## src/rtl/lc3b_types.sv

```systemverilog
// Shared LC-3b datapath types: register index, machine word and the
// pipeline-control FSM state encoding.
package lc3b_types;

  typedef logic [2:0]  lc3b_reg;
  typedef logic [15:0] lc3b_word;

  typedef enum logic [1:0] {
    RUN       = 2'd0,
    MEM_STALL = 2'd1,
    BUBBLE    = 2'd2
  } pipe_ctrl_state_t;

endpackage

```

## src/rtl/pipeline_control_hazard_detect.sv

```systemverilog
// Load-use comparator: flags an IF/ID source register that the load in ID/EX
// has not produced yet.
module hazard_detect
  import lc3b_types::*;
(
  input  logic    ex_is_load,
  input  lc3b_reg ex_dest,
  input  lc3b_reg id_sr1,
  input  lc3b_reg id_sr2,
  input  logic    id_use_sr1,
  input  logic    id_use_sr2,
  output logic    load_use
);

  assign load_use = ex_is_load &
                    ((id_use_sr1 & (id_sr1 == ex_dest)) |
                     (id_use_sr2 & (id_sr2 == ex_dest)));

endmodule

```

## src/rtl/pipeline_control.sv

```systemverilog
// Pipeline latch-enable / squash generation for the LC-3b 5-stage pipeline,
// with a RUN/MEM_STALL/BUBBLE tracking FSM and saturating performance counters.
module pipeline_control
  import lc3b_types::*;
(
  input  logic             clk,
  input  logic             rst_n,
  input  logic             imem_read,
  input  logic             imem_resp,
  input  logic             dmem_read,
  input  logic             dmem_write,
  input  logic             dmem_resp,
  input  logic             ex_is_load,
  input  lc3b_reg          ex_dest,
  input  lc3b_reg          id_sr1,
  input  lc3b_reg          id_sr2,
  input  logic             id_use_sr1,
  input  logic             id_use_sr2,
  input  logic             mem_br_taken,
  output logic             load_pc,
  output logic             load_if_id,
  output logic             load_id_ex,
  output logic             load_ex_mem,
  output logic             load_mem_wb,
  output logic             squash_if_id,
  output logic             squash_id_ex,
  output logic             squash_ex_mem,
  output lc3b_word         stall_cycles,
  output lc3b_word         bubble_count,
  output lc3b_word         flush_count,
  output pipe_ctrl_state_t ctrl_state
);

  function automatic lc3b_word sat_inc(input lc3b_word c);
    return (c == 16'hFFFF) ? c : c + 16'd1;
  endfunction

  logic imem_stall, dmem_stall, advance;
  logic hd_load_use, load_use, do_flush, do_bubble;

  hazard_detect u_hazard_detect (
    .ex_is_load (ex_is_load),
    .ex_dest    (ex_dest),
    .id_sr1     (id_sr1),
    .id_sr2     (id_sr2),
    .id_use_sr1 (id_use_sr1),
    .id_use_sr2 (id_use_sr2),
    .load_use   (hd_load_use)
  );

  assign imem_stall = imem_read & ~imem_resp;
  assign dmem_stall = (dmem_read | dmem_write) & ~dmem_resp;
  assign advance    = ~imem_stall & ~dmem_stall;

  // ID/EX already holds the inserted NOP while in BUBBLE, so the stale
  // comparison must not trigger a second bubble.
  assign load_use  = hd_load_use & (ctrl_state != BUBBLE);
  assign do_flush  = advance & mem_br_taken;
  assign do_bubble = advance & ~mem_br_taken & load_use;

  always_comb begin
    load_pc       = 1'b0;
    load_if_id    = 1'b0;
    load_id_ex    = 1'b0;
    load_ex_mem   = 1'b0;
    load_mem_wb   = 1'b0;
    squash_if_id  = 1'b0;
    squash_id_ex  = 1'b0;
    squash_ex_mem = 1'b0;
    if (!rst_n) begin
      {load_pc, load_if_id, load_id_ex, load_ex_mem, load_mem_wb} = 5'b11111;
      {squash_if_id, squash_id_ex, squash_ex_mem}                 = 3'b111;
    end else if (!advance) begin
      // frozen: every latch holds
    end else if (do_flush) begin
      {load_pc, load_if_id, load_id_ex, load_ex_mem, load_mem_wb} = 5'b11111;
      {squash_if_id, squash_id_ex, squash_ex_mem}                 = 3'b111;
    end else if (do_bubble) begin
      {load_id_ex, load_ex_mem, load_mem_wb} = 3'b111;
      squash_id_ex = 1'b1;
    end else begin
      {load_pc, load_if_id, load_id_ex, load_ex_mem, load_mem_wb} = 5'b11111;
    end
  end

  always_ff @(posedge clk or negedge rst_n) begin
    if (!rst_n) begin
      ctrl_state   <= RUN;
      stall_cycles <= '0;
      bubble_count <= '0;
      flush_count  <= '0;
    end else begin
      if (!advance)       ctrl_state <= MEM_STALL;
      else if (do_bubble) ctrl_state <= BUBBLE;
      else                ctrl_state <= RUN;
      if (!advance) stall_cycles <= sat_inc(stall_cycles);
      if (do_bubble) bubble_count <= sat_inc(bubble_count);
      if (do_flush)  flush_count  <= sat_inc(flush_count);
    end
  end

endmodule

```

## config.mk

```make
export PLATFORM = sky130hd
export DESIGN_NAME = pipeline_control
export DESIGN_NICKNAME = d
export VERILOG_FILES = /design/src/rtl/lc3b_types.sv /design/src/rtl/pipeline_control_hazard_detect.sv /design/src/rtl/pipeline_control.sv
export SDC_FILE = /design/constraint.sdc
export NUM_CORES = 1
export LEC_CHECK = 0
export ABC_CLOCK_PERIOD_IN_PS = 3310
export BUFFER_PORTS_ARGS = -buffer_cell sky130_fd_sc_hd__buf_4
export CORE_UTILIZATION = 55
export DETAILED_ROUTE_END_ITERATION = 10
export HOLD_SLACK_MARGIN = 0.06
export PLACE_DENSITY = 0.85
export SLEW_MARGIN = 15
export SYNTH_ARGS = -nofsm -noshare
export SYNTH_HDL_FRONTEND = slang
export SYNTH_SLANG_ARGS = --single-unit
```

## constraint.sdc

```tcl
create_clock -name clk -period 3.31 [get_ports clk]
set_clock_uncertainty 0.15 [all_clocks]
set_input_delay 0.1655 -clock clk [delete_from_list [all_inputs] [get_ports clk]]
set_output_delay 0.1655 -clock clk [all_outputs]
set_load 0.01 [all_outputs]
```

==> results of run 1 <==
[layout by cell type, fill, tap and decap left out, types with 2 or more instances in the layout]
master,Yosys,final
and2_1,4,4
and3_1,12,12
and4_1,3,3
buf_4,4,78
clkbuf_8,0,6
dfrtp_1,50,50
ha_1,3,3
mux2_2,5,5
nand2_1,16,16
nand2b_1,2,2
nand3_1,19,19
nand3b_1,2,2
nand4_1,24,24
nor2_1,9,9
nor3_1,3,3
nor3_2,2,2
nor4_1,2,2
o21ai_0,2,2
xnor2_1,39,39
xor2_1,7,7
[state kept, by name, summed over array words and instances, names as in the netlist]
register,count
ctrl_state,2
bubble_count,16
stall_cycles,16
flush_count,16
[cell type report]
class | count | area (um2) | share of cell area (%)
flip-flops and latches | 50 | 1250 | 39.0
multi-input cells | 168 | 1200 | 37.3
repair buffers | 79 | 596 | 18.6
clock buffers | 6 | 82.6 | 2.57
well taps | 52 | 65.1 | 2.03
clock inverters | 2 | 12.5 | 0.390
inverters | 1 | 3.75 | 0.117
[cells in the mapped netlist (all sizes together), types with 2 or more instances]
cell type,n
mux2,7
and3,12
nand4,24
nand3b,2
and2,4
nand3,19
dfrtp,50
nor3,5
and4,3
nor2,9
buf,5
nand2,17
nand2b,2
ha,3
xnor2,39
a21boi,2
a21oi,2
o21ai,2
xor2,7
nor4,2
[logic make-up after synthesis]
group	after synthesis	synth area share [%]
AND/OR/NAND/NOR	101	23.1
adder cells (fa/ha/maj)	3	1.51
AO/OA/AOI/OAI	11	3.91
multiplexers	7	3.31
XOR/XNOR	46	16.2
buffers and inverters	6	1.81
flip-flops	50	50.2
[how the worst min path moves through the flow]
stage	slack, ns	endpoint	depth (start not counted)
detailed placement	-0.14	flush_count[15]	1
floorplan	-0.28	bubble_count[0]	0
CTS	0.08	stall_cycles[12]	2
finish	0.08	flush_count[15]	2
global route	0.09	ctrl_state[0]	3
global placement	-0.14	flush_count[15]	1
[power by group]
group,switching (uW),leakage (uW),internal [uW]
sequential,114,0.000667,700
clock,197,0.0000472,168
combinational,193,0.000774,232
total,504,0.00149,1100
[per-layer routing]
metal	GRT usage [%]	share of wire (%)	wire, um	up-vias
li1	-	-	-	962
met1	28.0	44	2280	951
met2	38.8	51	2640	40
met3	4.94	3.8	197	6
met4	4.99	0.81	42	0
met5	0	0	0	-
[through the flow]
| step | total power, uW | hold slack, ns | setup WS, ns | area (um2) |
|---|---|---|---|---|
| 6_report | 1600 | 0.0812 | 1.18 | 3210 |
| 5_1_grt | 1690 | 0.0895 | 0.993 | 3210 |
| 4_1_cts | 1620 | 0.0816 | 1.17 | 3210 |
| 3_5_place_dp | 1250 | -0.137 | 1.20 | 3100 |
| 3_3_place_gp | 1230 | -0.140 | 1.31 | 3100 |
| 2_1_floorplan | 1020 | -0.280 | 1.42 | 2490 |
==> flow_summary.ini, run 1 <==
[critical_path]
required_ns = 3.34
rr_worst_depth = 6
r2r_start = bubble_count[0]
max_stage_delay_ns = 0.41
crit_path_cell_trace = ha_1, nand2_1, nor2_1, nand3_1, nand2_1, mux2_4
crit_fanout = 8
worstPathArrival_ns = 2.16
cp.depth = 6
crit_end = bubble_count[1]
path_buf_inv = 0
path_delay_family = simple AND/OR/NAND/NOR gates
slowest_stage = dfrtp_1
startpoint = bubble_count[0]
worst_setup_path_end_kind = register
start_kind = register
path_common_cell = nand2_1
critPathKind = reg2reg
r2r_slack_ns = 1.18
r2r_end = bubble_count[1]

[drt]
drt_iter0_drc = 106
drcViolationCount = 0
drtPass1Iterations = 4
detail-route-antenna-nets = 0
vias = 1959
finalWirelength_um = 5160
viasPerCell = 5.47
wl_per_cell_um = 14.4

[sta]
setup_viol = 0
drv_slew = 0
fmax_mhz = 470
worstMarginPinSlew_ns = 0.648
min_period_ns = 2.13
rsz0062_at_grt = no
finalSetupTns_ns = 0
hold_viol_final = 0
slew-limit-headroom_pct = 56.7
min_period_over_period_pct = 64.3

[floorplanning]
rows = 24
io_pins = 78
die_w_um = 69.3
die_area_mm2 = 0.00481
design.core.area_mm2 = 0.00435
chipHeight_um = 69.3
initial_core_util_pct = 57.3

[clock_tree]
clk_pin_slew_worst_paths_ns = 0.09
numClockSinks = 50
root_buffer = clkbuf_8
cts_tree = done
cts_resized = 0
clkLatencyLatePin_ns = 0.30
cts-buffers-inserted = 5
htree_num_levels = 2
postCtsSetupBuffers = 0
cts-hold-fix-buffers = 1
clockBufferDepth = 2

[place]
gp_congestion = 0.799
dpl.hpwl_um = 3920
port_buffers = 77
dp_cells = 349

[flow_run]
drv_cap = 0

[yosys]
yosys_warnings = 0
async_flop_share_pct = 100
yosysTopAreaCellShare_pct = 50.2
ys_seq_area_share_pct = 50.2
avgSynthCellArea_um2 = 11.1
syn_inst = 224
syn-num-nets = 247
synth_edf_count = 0
synth.ff_latch_count = 50
synthesis.area_mm2 = 0.00249
yosysUniqueCellTypes = 35
synth_area_leader_cell = dfrtp_1
synth_area_leaders = dfrtp_1 50%, xnor2_1 14%, nand4_1 6.0%
ys.flop_type = dfrtp_1

[final_layout]
antenna-diode-count = 0
syn2layout_area_growth_pct = 28.7
n_fill_cell = 311
finalNetCount = 328
fin_cells = 358
utilization_pct = 73.7
layout-drive-gt1-share_pct = 33.0

[grt]
grt_pass1_vias = 1862
grt_max_degree = 42
grt_usage_pct = 22.2
antenna_found_initial = 0
grt_pass1_wl_um = 8630
grt-ovfl-total = 0

[pwr]
cellPowerDensity_mw_per_mm2 = 500
peakVddDrop_v = 0.000252
p_leak_uw = 0.00149

[hold_path]
hold_path.class = in2async

[outcome]
outcome = complete, no violations
Note: power is estimated with default switching activity, not from simulation.
==> run 2, diff against run 1 <==
ABC_CLOCK_PERIOD_IN_PS = 1800   (was 3310)
CORE_UTILIZATION = 46   (was 55)
PLACE_DENSITY = 0.76   (was 0.85)
clock period = 1.8 ns   (was 3.31 ns; I/O delays follow)
==> flow_summary.ini, run 2 (synthesis gave the netlist of run 1 again) <==
[grt]
grt_max_degree = 38
antenna_found_initial = 0
grt-ovfl-total = 0
grt_pass1_vias = 2062
grt_pass1_wl_um = 9270
grt_usage_pct = 21.3

[outcome]
outcome = complete, but fails checks
violations = negative setup slack

[clock_tree]
clkLatencyLatePin_ns = 0.29
clockBufferDepth = 2
cts-buffers-inserted = 5
cts_tree = done
numClockSinks = 50
clk_pin_slew_worst_paths_ns = 0.09
htree_num_levels = 2
root_buffer = clkbuf_8

[final_layout]
layout_commonest_cell = buf_4
top_regs = bubble_count: 16 flops, flush_count: 16 flops, stall_cycles: 16 flops
mostFrequentLayoutCells = 125 x buf_4, 49 x dfrtp_1, 39 x xnor2_1
finalNetCount = 382
antenna-diode-count = 0
layout-drive-gt1-share_pct = 45.1
syn2layout_area_growth_pct = 50.1
utilization_pct = 72.4

[critical_path]
critPathKind = reg2out
slowest_stage = dfrtp_1
worst_setup_path_end_kind = output port
start_kind = register
worstPathArrival_ns = 1.58
max_stage_delay_ns = 0.39
crit_fanout = 5
crit_path_cell_trace = nand2b_1, nand3b_1, a211oi_4, buf_4, or2_4, buf_6
required_ns = 1.56
path_buf_inv = 2
path_delay_family = flip-flops

[sta]
setup_viol = 3
slew-limit-headroom_pct = 53.8
min_period_ns = 1.82
hold_viol_final = 0
fmax_mhz = 550
drv_slew = 0
worstMarginPinSlew_ns = 0.691
fin_ws_ns = -0.0182
rsz0062_at_grt = yes
min_period_over_period_pct = 101

[place]
port_buffers = 77
dpl.hpwl_um = 4240
gp_congestion = 0.860

[hold_path]
hold_path.class = in2reg

[floorplanning]
chipHeight_um = 75.6
initial_core_util_pct = 48.2
die_area_mm2 = 0.00572
rows = 26
io_pins = 78
design.core.area_mm2 = 0.00517
die_w_um = 75.6

[pwr]
p_leak_uw = 0.00182
p_total_uw = 3340
cellPowerDensity_mw_per_mm2 = 892
peakVddDrop_v = 0.000482

[drt]
detail-route-antenna-nets = 0
wl_per_cell_um = 13.4
drt_iter0_drc = 50
drcViolationCount = 0
vias = 2185
finalWirelength_um = 5750
viasPerCell = 5.09
drtPass1Iterations = 7

[flow_run]
drv_cap = 0
## run 2: path summary, 6_finish.rpt
kind | start | end | slack (ns) | cells past startpoint
worst max-delay path | ctrl_state[1] | squash_id_ex | -0.02 | 6
worst min-delay path | dmem_read | ctrl_state[0] | 0.11 | 4
worst max register to register | ctrl_state[1] | bubble_count[15] | 0.03 | 6
worst min register to register | bubble_count[10] | bubble_count[10] | 0.36 | 1
max in group asynchronous | rst_n | stall_cycles[7] | 0.19 | 3
min in group asynchronous | rst_n | bubble_count[10] | 0.31 | 3
## run 2: layer usage
layer / vias up / routed length (um) / global-route usage, % / part of all wire, %
li1: 1066 / - / - / -
met1: 1057 / 2570 / 27.7 / 45
met2: 56 / 2890 / 35.6 / 50
met3: 6 / 238 / 4.89 / 4.1
met4: 0 / 51 / 5.97 / 0.89
met5: - / 0 / 0 / 0
## run 2: report_power, final
group          switching [uW]  internal [uW]
Sequential                119           1290
Clock                     351            445
Combinational             502            633
Total                     972           2360
## run 2: worst min-delay path, cell delays in order
cell	delay, ns
buf_4	0.08
o21bai_2	0.07
nand2_2	0.11
buf_4	0.16
## run 2: area by class of cell
type | count | area, um2
Tap cell | 70 | 87.6
Timing Repair Buffer | 133 | 1020
Clock buffer | 6 | 82.6
Multi-Input combinational cell | 168 | 1260
Sequential cell | 50 | 1250
Inverter | 1 | 3.75
Fill cell | 383 | 1430
Clock inverter | 1 | 30.0
## run 2: per-stage QoR
| step | setup slack, ns | instance area (um2) | std cells | hold WS, ns | TNS, ns |
|---|---|---|---|---|---|
| 2_1_floorplan | 0.00585 | 2500 | 224 | -0.356 | 0 |
| 3_3_place_gp | 0.0104 | 3460 | 411 | -0.183 | 0 |
| 5_1_grt | -0.119 | 3740 | 429 | 0.122 | -0.568 |
| 3_5_place_dp | -0.0203 | 3460 | 411 | -0.183 | -0.0465 |
| 4_1_cts | -0.0222 | 3640 | 425 | 0.0718 | -0.0243 |
| 6_report | -0.0182 | 3740 | 429 | 0.113 | -0.0197 |
## run 2: what timing repair did
| item | CTS | global route |
|---|---|---|
| buffers inserted | 4 | 5 |
| hold buffers | 3 | 0 |
| pin swaps | 4 | 6 |
| resized for setup | 2 | 17 |
| setup endpoints to repair | 4 | 23 |
| endpoints found under the hold margin | 51 | 0 |
==> run 3, diff against run 2 <==
CORE_MARGIN = 2   (was not set)
CTS_CLUSTER_DIAMETER = 40   (was not set)
==> flow_summary.ini, run 3 (synthesis gave the netlist of run 1 again) <==
[place]
pre_cts_ws_ns = -0.00769
dpl.hpwl_um = 4410
gp_congestion = 0.829
port_buffers = 77
placed_cell_area_mm2 = 0.00346
dp_cells = 410

[clock_tree]
cts_tree = done
cts-buffers-inserted = 5
clockBufferDepth = 2
clk_pin_slew_worst_paths_ns = 0.09
htree_num_levels = 2
clkLatencyLatePin_ns = 0.31
numClockSinks = 50
root_buffer = clkbuf_8

[critical_path]
r2r_slack_ns = 0.003
crit_fanout = 4
rr_worst_depth = 6
required_ns = 1.85
r2r_start = stall_cycles[1]
startpoint = stall_cycles[1]
start_kind = register
r2r_end = stall_cycles[12]
worst_setup_path_end_kind = register
worstPathArrival_ns = 1.85
critPathKind = reg2reg

[final_layout]
finalNetCount = 380
syn2layout_area_growth_pct = 47.9
layout_commonest_cell = buf_4
antenna-diode-count = 0
utilization_pct = 71.3
fin_cells = 428
multi_input_area_mm2 = 0.00125
top_regs = bubble_count: 16 flops, flush_count: 16 flops, stall_cycles: 16 flops
n_fill_cell = 393
final_cell_area_mm2 = 0.00369
mostFrequentLayoutCells = 128 x buf_4, 49 x dfrtp_1, 39 x xnor2_1
layout-drive-gt1-share_pct = 45.0
regArea_mm2 = 0.00125

[floorplanning]
initial_core_util_pct = 48.2
io_pins = 78
rows = 26
design.core.area_mm2 = 0.00517
chipHeight_um = 77.6
die_area_mm2 = 0.00603
die_w_um = 77.6

[drt]
drt_iter0_drc = 97
vias = 2193
route.met3.wl_um = 240
viasPerCell = 5.12
route.met2.wl_um = 2990
finalWirelength_um = 5840
wl_per_cell_um = 13.6
met1_length_um = 2540
top_layer = met4
drtPass1Iterations = 4
drcViolationCount = 0
detail-route-antenna-nets = 0

[grt]
antenna_found_initial = 0
grt-ovfl-total = 0
grt_pass1_wl_um = 9450
grt_max_degree = 34
grt_usage_pct = 19.5
grt_pass1_vias = 2124

[sta]
rsz0062_at_grt = yes
worstMarginPinSlew_ns = 0.764
fmax_mhz = 556
slew-limit-headroom_pct = 49.1
fin_ws_ns = 0.00304
min_period_ns = 1.80
min_period_over_period_pct = 99.8
drv_slew = 0
hold_viol_final = 0
setup_viol = 0

[outcome]
outcome = complete, no violations

[flow_run]
drv_cap = 0

[pwr]
p_total_uw = 3250
pwr-share-clk_pct = 21.3
cellPowerDensity_mw_per_mm2 = 882
p_int_uw = 2250
sw_frac_of_total_pct = 31.0
peakVddDrop_v = 0.000562
switchingPower_uw = 1010
p_leak_uw = 0.00180
seq_power_share_pct = 43.7
combPwrFrac_pct = 35.0

[hold_path]
min_from = dmem_read
hold_depth = 4
whs_endpoint = ctrl_state[0]
hold_path.class = in2reg
-- run 3: area by class of cell --
cell class / instances / share of cell area [%]
clock inverter: 2 / 0.475
multi-input combinational: 168 / 33.9
inverter: 1 / 0.102
timing repair buffer: 131 / 27.0
tap: 70 / 2.38
clock buffer: 6 / 2.24
sequential: 50 / 34.0
-- run 3: routing by layer --
metal / GRT usage, % / vias up
met5: 0 / -
met4: 5.71 / 0
met3: 3.84 / 7
met2: 33.4 / 50
met1: 25.0 / 1071
li1: - / 1065
-- run 3: worst max-delay path by stage --
stage                       endpoint  slack, ns  depth (start not counted)
floorplan            bubble_count[1]      0.006                          6
global placement    stall_cycles[12]       0.01                          6
detailed placement  stall_cycles[12]     -0.008                          6
CTS                 stall_cycles[12]       0.02                          6
global route        stall_cycles[12]       -0.1                          6
finish              stall_cycles[12]      0.003                          6
-- run 3: timing repair --
action                     CTS  global route
hold endpoints to repair    50             0
pin swaps                    3             3
hold buffers                 2             0
setup endpoints to repair    4            19
gates resized for setup      2            11
setup buffers                3             5
-- run 3: power groups by stage --
| stage | logic, uW | registers [uW] | clock network (uW) |
|---|---|---|---|
| 2_1_floorplan | 317 | 1560 | 0 |
| 3_3_place_gp | 1050 | 1430 | 0 |
| 3_5_place_dp | 1080 | 1440 | 0 |
| 4_1_cts | 1090 | 1410 | 709 |
| 5_1_grt | 1230 | 1440 | 756 |
| 6_report | 1140 | 1420 | 693 |
-- run 3: through the flow --
step	setup TNS [ns]	hold slack [ns]
finish	0	0.0884
global route	-0.113	0.103
CTS	0	0.0771
detailed placement	-0.00769	-0.164
floorplan	0	-0.356
global placement	0	-0.167
-- run 3: critical path, stage by stage (launching register included) --
cell	delay, ns
dfrtp_1	0.40
ha_2	0.22
nand2_2	0.09
nor3_4	0.23
and2_4	0.21
nand4_1	0.11
mux2_2	0.28
